<file path="src/rtl/roi_scan_pkg.sv">
// roi_scan_pkg: shared FSM states, signature width and counter sizing for the ROI scan harness.
package roi_scan_pkg;
  typedef enum logic [1:0] {IDLE, LOAD, SETTLE, UNLOAD} state_t;
  localparam int SIG_W = 16;
  function automatic int cnt_w(input int n);
    return $clog2(n + 1);
  endfunction
endpackage

</file>
<file path="src/rtl/roi_scan_shr.sv">
// roi_scan_shr: W-bit left shift register with parallel load; exposes only the top QW bits.
module roi_scan_shr #(
  parameter int W  = 8,
  parameter int QW = W
) (
  input  logic          clk,
  input  logic          rst_n,
  input  logic          load,
  input  logic [W-1:0]  par_in,
  input  logic          shift_en,
  input  logic          ser_in,
  output logic [QW-1:0] q
);
  logic [W-1:0] r;
  always_ff @(posedge clk or negedge rst_n)
    if (!rst_n) r <= '0;
    else if (load) r <= par_in;
    else if (shift_en) r <= {r[W-2:0], ser_in};
  assign q = r[W-1 -: QW];
endmodule

</file>
<file path="src/rtl/roi_scan_harness.sv">
// roi_scan_harness: serial-in stimulus / serial-out result scan wrapper around a ROI.
// Define ROI_SIG_EN to add the 16-bit XOR-fold signature output sig.
module roi_scan_harness
  import roi_scan_pkg::*;
#(
  parameter int DIN_N      = 256,
  parameter int DOUT_N     = 256,
  parameter int SETTLE_CYC = 4
) (
  input  logic              clk,
  input  logic              rst_n,
  input  logic              di,
  input  logic              di_valid,
  input  logic              stb,
  output logic [DIN_N-1:0]  roi_din,
  input  logic [DOUT_N-1:0] roi_dout,
  output logic              do_bit,
  output logic              do_valid,
  output logic              busy,
  output logic              done,
  output logic              ovr
`ifdef ROI_SIG_EN
  ,
  output logic [SIG_W-1:0]  sig
`endif
);
  localparam int BW = cnt_w(DIN_N);
  localparam int SW = cnt_w(SETTLE_CYC);
  localparam int OW = cnt_w(DOUT_N);
  state_t state, state_nx;
  logic [BW-1:0] bit_cnt;
  logic [SW-1:0] set_cnt;
  logic [OW-1:0] out_cnt;
  logic [DIN_N-1:0] din_q, din_nx;
  logic dout_msb, in_rx, accept, apply, capture, last_out;
  assign in_rx    = state == IDLE || state == LOAD;
  assign accept   = in_rx && di_valid;
  assign apply    = in_rx && (stb || (accept && bit_cnt == BW'(DIN_N - 1)));
  assign capture  = state == SETTLE && set_cnt == SW'(SETTLE_CYC - 1);
  assign last_out = state == UNLOAD && out_cnt == OW'(DOUT_N - 1);
  // An apply sees the bit accepted on the same edge.
  assign din_nx   = accept ? {din_q[DIN_N-2:0], di} : din_q;
  roi_scan_shr #(.W(DIN_N)) u_din (
    .clk(clk), .rst_n(rst_n), .load(apply), .par_in('0),
    .shift_en(accept), .ser_in(di), .q(din_q)
  );
  roi_scan_shr #(.W(DOUT_N), .QW(1)) u_dout (
    .clk(clk), .rst_n(rst_n), .load(capture), .par_in(roi_dout),
    .shift_en(state == UNLOAD), .ser_in(1'b0), .q(dout_msb)
  );
  always_comb begin
    state_nx = state;
    state_nx = apply ? SETTLE : accept ? LOAD : capture ? UNLOAD : last_out ? IDLE : state;
  end
  always_ff @(posedge clk or negedge rst_n)
    if (!rst_n) begin
      state   <= IDLE;
      bit_cnt <= '0;
      set_cnt <= '0;
      out_cnt <= '0;
      roi_din <= '0;
      done    <= 1'b0;
      ovr     <= 1'b0;
    end else begin
      state   <= state_nx;
      bit_cnt <= apply ? '0 : accept ? bit_cnt + BW'(1) : bit_cnt;
      set_cnt <= (state == SETTLE && !capture) ? set_cnt + SW'(1) : '0;
      out_cnt <= (state == UNLOAD && !last_out) ? out_cnt + OW'(1) : '0;
      roi_din <= apply ? din_nx : roi_din;
      done    <= last_out;
      ovr     <= ovr | (di_valid & ~in_rx);
    end
  assign do_valid = state == UNLOAD;
  assign do_bit   = do_valid & dout_msb;
  assign busy     = state != IDLE;
`ifdef ROI_SIG_EN
  localparam int NCH = (DOUT_N + SIG_W - 1) / SIG_W;
  localparam int PW  = NCH * SIG_W;
  logic [PW-1:0]    pad;
  logic [SIG_W-1:0] fold;
  always_comb begin
    pad  = PW'(roi_dout);
    fold = '0;
    for (int i = 0; i < NCH; i++) fold = fold ^ pad[i*SIG_W +: SIG_W];
  end
  always_ff @(posedge clk or negedge rst_n)
    if (!rst_n) sig <= '0;
    else if (capture) sig <= fold;
`endif
endmodule

</file>
<file path="config.mk">
export PLATFORM = sky130hd
export DESIGN_NAME = roi_scan_harness
export DESIGN_NICKNAME = d
export VERILOG_FILES = /design/src/rtl/roi_scan_pkg.sv /design/src/rtl/roi_scan_shr.sv /design/src/rtl/roi_scan_harness.sv
export SDC_FILE = /design/constraint.sdc
export NUM_CORES = 1
export LEC_CHECK = 0
export BUFFER_PORTS_ARGS = -buffer_cell sky130_fd_sc_hd__buf_2
export CAP_MARGIN = 20
export CORE_AREA = 2 2 291 293
export DETAILED_ROUTE_END_ITERATION = 8
export DIE_AREA = 0 0 293 295
export GPL_TIMING_DRIVEN = 0
export PLACE_DENSITY_LB_ADDON = 0.2
export SYNTH_ARGS = -nofsm -noshare
export SYNTH_HDL_FRONTEND = slang
export SYNTH_HIERARCHICAL = 1
export SYNTH_SLANG_ARGS = --single-unit
</file>
<file path="constraint.sdc">
create_clock -name clk -period 2.22 [get_ports clk]
set_input_delay 0.222 -clock clk [delete_from_list [all_inputs] [get_ports clk]]
set_output_delay 0.222 -clock clk [all_outputs]
set_load 0.03 [all_outputs]
</file>
# --- Yosys cells after proc, flatten, opt, wreduce, memory -nomap -nowiden ---
# Index checks and enable logic that the tools add are counted.
# W data, S select, Z words.
word_totals:
  regBits: 793
  latch_bits: 0
  ram_bits: 0
  mem_bits_ro: 0
  input_bits: 261
  out_inout_bits: 261
  elab_cells: 50
  n_memories: 0
op_classes:
  add_sub_neg: 3
  multipliers: 0
  n_div: 0
  n_lt_le_gt_ge: 0
  n_eq_ne: 6
  shift: 0
  mux: 12
  bitwise: 4
  reduce_logical: 16
op_table:
  columns: ["op", "count"]
  rows:
  - ["$mux W256", 4]
  - ["$mux W9", 3]
  - ["$add A9 B1 Y9 const B", 2]
  - ["$eq A9 B8 Y1 const B", 2]
  - ["$mux W2", 4]
  - ["$logic_and A1 B1 Y1", 7]
  - ["$reduce_bool A2 Y1", 3]
  - ["$eq A2 B2 Y1 const B", 2]
  - ["$reduce_bool A4 Y1", 1]
  - ["$add A3 B1 Y3 const B", 1]
  - ["$eq A3 B2 Y1 const B", 1]
  - ["$mux W3", 1]
  - ["$and A1 B1 Y1", 2]
  - ["$eq A2 B1 Y1 const B", 1]
  - ["$logic_not A1 Y1", 2]
  - ["$logic_not A2 Y1", 1]
  - ["$logic_or A1 B1 Y1", 2]
  - ["$not A1 Y1", 1]
  - ["$or A1 B1 Y1", 1]

# --- Logic depth before layout (Yosys ltp) ---
depth:
  word_depth: 7
  ltp_mapped: 15
  ltp_nobuf: 9

# --- Cells and area by module ---
# The synthesis kept the hierarchy.
modules_own_cells:
  columns: ["module", "n_inst", "cells_each", "area_per_inst_um2", "seq_area_each_um2"]
  rows:
  - ["roi_scan_shr", 2, 1110, 11891.4, 6406.1]
  - ["roi_scan_harness", 1, 1257, 13372.8, 7031.7]

# --- Worst setup path after synthesis ---
# OpenSTA, ideal clock, no wires.
synth_path:
  kind: "flip-flop to flip-flop"
  from: "register bit_cnt[3]"
  to: "register u_din.r[100], in the netlist u_din/q[100]"
  setup_time_ps: 132
  arrival_time_ps: 2311
  slack_ps: -223
  path_stages_with_launch: 14
  n_path_buf: 6
  path_cell_list: "dfrtp_1 nand4_1 nor3_1 ha_1 a21oi_2 or2_1 buf_6 buf_6 buf_6 inv_2 buf_4 buf_4 clkbuf_1 o21ai_1"
synth_via:
  elab_chain_len: 5
synth_lines:
  columns: ["element", "line", "source"]
  rows:
  - ["start: declaration", "roi_scan_harness.sv:31", "logic [BW-1:0] bit_cnt;"]
  - ["start signal: assignment", "roi_scan_harness.sv:66", "bit_cnt <= apply ? '0 : accept ? bit_cnt + BW'(1) : bit_cnt;"]
  - ["$eq A9 B8 Y1", "roi_scan_harness.sv:38", "assign apply = in_rx && (stb || (accept && bit_cnt == BW'(DIN_N - 1)));"]
  - ["$logic_and A1 B1 Y1", "roi_scan_harness.sv:38", null]
  - ["$logic_or A1 B1 Y1", "roi_scan_harness.sv:38", null]
  - ["$logic_and A1 B1 Y1", "roi_scan_harness.sv:38", null]
  - ["via apply", "roi_scan_harness.sv:35", "logic dout_msb, in_rx, accept, apply, capture, last_out;"]
  - ["$mux W256", "roi_scan_shr.sv:17", "else if (load) r <= par_in;"]
  - ["end signal: assignment", "roi_scan_shr.sv:17", null]
  - ["end signal: assignment", "roi_scan_shr.sv:18", "else if (shift_en) r <= {r[W-2:0], ser_in};"]
  - ["end: declaration", "roi_scan_shr.sv:14", "logic [W-1:0] r;"]
# The timed path passes the listed nets, and every way through them passes these cells.
# A chain may end at the register's enable or synchronous reset.

# --- Worst setup path in the final report ---
layout_path:
  from: "register bit_cnt[0]"
  to: "register u_din.r[182], in the netlist u_din/q[182]"
# Same word-level chain as after synthesis.

==> impl_results.md <==
* Power per standard cell area at 1410 nW/um^2
* Vias at 29700
* Cell mode on critical path: buf_12
* Seq/Total Area, Yosys at 0.534
* Maximum frequency from static timing analysis at 0.447 GHz
* Cell type of the slowest stage on the worst timing path: dfrtp_1
* Required arrival time at the worst endpoint at 2.73 ns
* Number of instances in the synthesized netlist at 3477
* Floorplan core area at 83200 sq um
* Fraction of layout instances using a drive strength above 1 at 0.254
* Largest driver fanout on the critical path at 7
* Count of non-filler cells in the finished layout at 5819
* Setup repair after global routing missed its margin: yes
* Path type of the worst setup path: reg -> reg
* Max H-tree Level at 3
* Min Clock Period, post-route at 2.24 ns
* Ys async rst share at 1.00
* Final WL at 108000 microns
* Max clock buf depth at 3
* Top cells by area in the synthesized netlist: dfrtp_1 53%, mux2i_1 21%, o21ai_1 9.4%
* Drt drc at 0
* Average routed wire per standard cell at 18.5 microns
* Number of cells after detailed placement at 5343
* Quantity of I/O buffers inserted on ports at 521
* Worst slew slack as a fraction of its limit at 0.549
* Final RePlAce weighted congestion at 0.816
* Maximum clock skew at final layout at 0.0266 ns
* Setup ws final at -0.0177 ns
* Setup total negative slack at -0.239 ns
* Status: complete, but fails checks
* Height of the chip at 295 microns
* Via count of the first global-routing pass at 30700
* CTS clk-pin slew, worst paths at 0.06 ns
* Total congestion overflow at 0
* Total leakage power at 22.1 nW
* Detailed placement HPWL at 71100 microns
* Die outline area at 86400 sq um
* CP Launch Type: register
* Yosys top cell area share at 0.534
* Max stage delay on crit path at 0.36 ns
* Most area-hungry cell type in the Yosys netlist: dfrtp_1
* Final cycle utilization of the critical path at 1.01
* List of most frequent post-synthesis cells: 793 x dfrtp_1, 769 x mux2i_1, 698 x o21ai_1
* First-pass GRT wire length at 168000 microns
* Post-synthesis area per instance at 10.7 sq um
* Utilization after layout at 0.607
* Worst hold slack after final layout at 0.104 ns
* Horizontal extent of the die at 293 microns
* Post-DP Area at 42500 sq um
* Failing checks: setup timing
* Worst Hold Class: in -> reg
* First DRT Iteration DRCs at 1664
* Synth-to-layout area growth at 36.0%
* Pre-antenna DRT Iters at 5
* Largest net degree at the start of global routing at 116
* Netlist cell types at 39
* Count of final hold-check violations at 0
* Row count at 106
* Vias per Instance at 5.11
* Initial antenna violation count at 5
* Primary flip-flop cell chosen by synthesis mapping: dfrtp_1
* Combined global-route utilization of all metal layers at 0.243
* Peak supply drop at 0.894 mV
* Final setup violation count at 36
* Total CTS buffers at 87
* Layout Nets at 4936
* Worst slew pin tran at 0.676 ns
* CTS sink cnt at 793
* Cell area after layout at 50500 sq um
* Critical path, cell by cell: ha_2, nand2_2, nor3_2, ha_2, a21oi_4, or2_4, buf_12, buf_12, clkinv_16, buf_12, clkbuf_16, clkbuf_16, o21ai_2
* Library cell used as clock root buffer: clkbuf_16
* Number of max-capacitance violations reported at 0
* Most frequent cell after synthesis: dfrtp_1
* CTS tree: done
* Number of pins exceeding their max-slew limit in the final report at 0
* Data arrival time of the critical path at 2.75 ns
* Netlist Area Pre-Place at 37200 sq um
* Number of placed I/O pins at 522
* Ys Warns at 6
* Number of nets with antenna violations after routing at 0
* Type of destination of the critical path: register
* Clock insertion delay at the later pin of the skew report at 0.64 ns
* Synthesized flop and latch total at 793
* Initial core utilization at 0.447
* Number of flops mapped to enable cells by yosys at 0
-- per-layer routing --
layer | track usage | vias up | routed length, microns
met5 | 0 | - | 0
li1 | - | 14400 | -
met4 | 0.0936 | 0 | 3970
met3 | 0.0630 | 208 | 6720
met2 | 0.406 | 682 | 51900
met1 | 0.303 | 14500 | 45000
-- critical path: cells and delay by family, from the launching register on --
| family | cells | cell delay, ns |
|---|---|---|
| adders and majority gates | 2 | 0.41 |
| and+or+nand+nor | 3 | 0.48 |
| DFF | 1 | 0.36 |
| buffers and inverters | 6 | 0.76 |
| AOI/OAI and AO/OA | 2 | 0.11 |
-- metrics by stage --
stage,power (mW),setup slack (ns)
6_report,71.4,-0.0177
5_1_grt,76.0,-0.117
4_1_cts,70.5,-0.164
3_5_place_dp,52.7,-0.770
3_3_place_gp,52.1,-16.56
2_1_floorplan,44.6,-0.0482
-- registers in the layout, indices dropped and copies added (netlist names) --
signal    count
bit_cnt       9
done          1
out_cnt       9
ovr           1
roi_din     256
set_cnt       3
state         2
u_din/q     256
u_dout/r    256
-- path summary, 6_finish.rpt --
check,startpoint,endpoint,slack [ns],cells after the start
min reg2reg,set_cnt[0]$_DFF_PN0_,set_cnt[0]$_DFF_PN0_,0.43,1
max reg2reg,bit_cnt[0]$_DFFE_PN0P_,u_din/q[182]$_DFFE_PN0P_,-0.02,13
max in group asynchronous,rst_n,roi_din[154]$_DFFE_PN0P_,0.31,5
min,di_valid,state[0]$_DFFE_PN0P_,0.10,4
min in group asynchronous,rst_n,u_dout/r[212]$_DFFE_PN0P_,0.12,2
max,bit_cnt[0]$_DFFE_PN0P_,u_din/q[182]$_DFFE_PN0P_,-0.02,13
-- cells by family after synthesis --
group | Yosys count | synth area share
compound gates | 1045 | 0.141
flops | 793 | 0.534
mux | 769 | 0.207
simple gates | 560 | 0.0586
buf+inv | 298 | 0.0558
fa+ha+maj | 6 | 0.00202
xor+xnor | 5 | 0.00118
other cells | 1 | 0.000101
-- area by class of cell --
cell class,instances,area (sq um)
Buffer,283,2750
Timing Repair Buffer,852,6360
Antenna cell,6,15.0
Inverter,10,63.8
Clock inverter,25,392
Fill cell,6770,32600
Clock buffer,128,2560
Multi-Input combinational cell,2642,17200
Sequential cell,793,19800
Tap cell,1080,1350
-- cell usage in the layout, fill, tap and decap left out, drive strengths merged, types with 4 or more instances in the layout --
master / n
or3: 7
o21ai: 1031
clkinv: 16
nand2: 515
inv: 11
dfrtp: 793
ha: 6
dlygate4sd3: 259
conb: 257
mux2i: 769
bufinv: 8
a21oi: 10
nand3: 5
buf: 722
nand2b: 4
nor2: 14
diode: 6
xnor2: 4
clkbuf: 282
-- report_power, final --
part | internal [mW] | leakage (nW) | total [mW] | switching, mW
clock network | 8.93 | 1.46 | 15.0 | 6.04
logic | 13.1 | 10.8 | 30.5 | 17.4
registers | 21.2 | 9.78 | 25.9 | 4.72
total | 43.2 | 22.1 | 71.4 | 28.2
-- what timing repair did --
action | CTS | global route
setup endpoints to repair | 766 | 827
gates cloned | 24 | 9
gates resized for setup | 253 | 304
hold buffers | 259 | 0
pin swaps | 163 | 52
endpoints found under the hold margin | 365 | 0
setup buffers | 28 | 4
(Power assumes the default switching activity.)
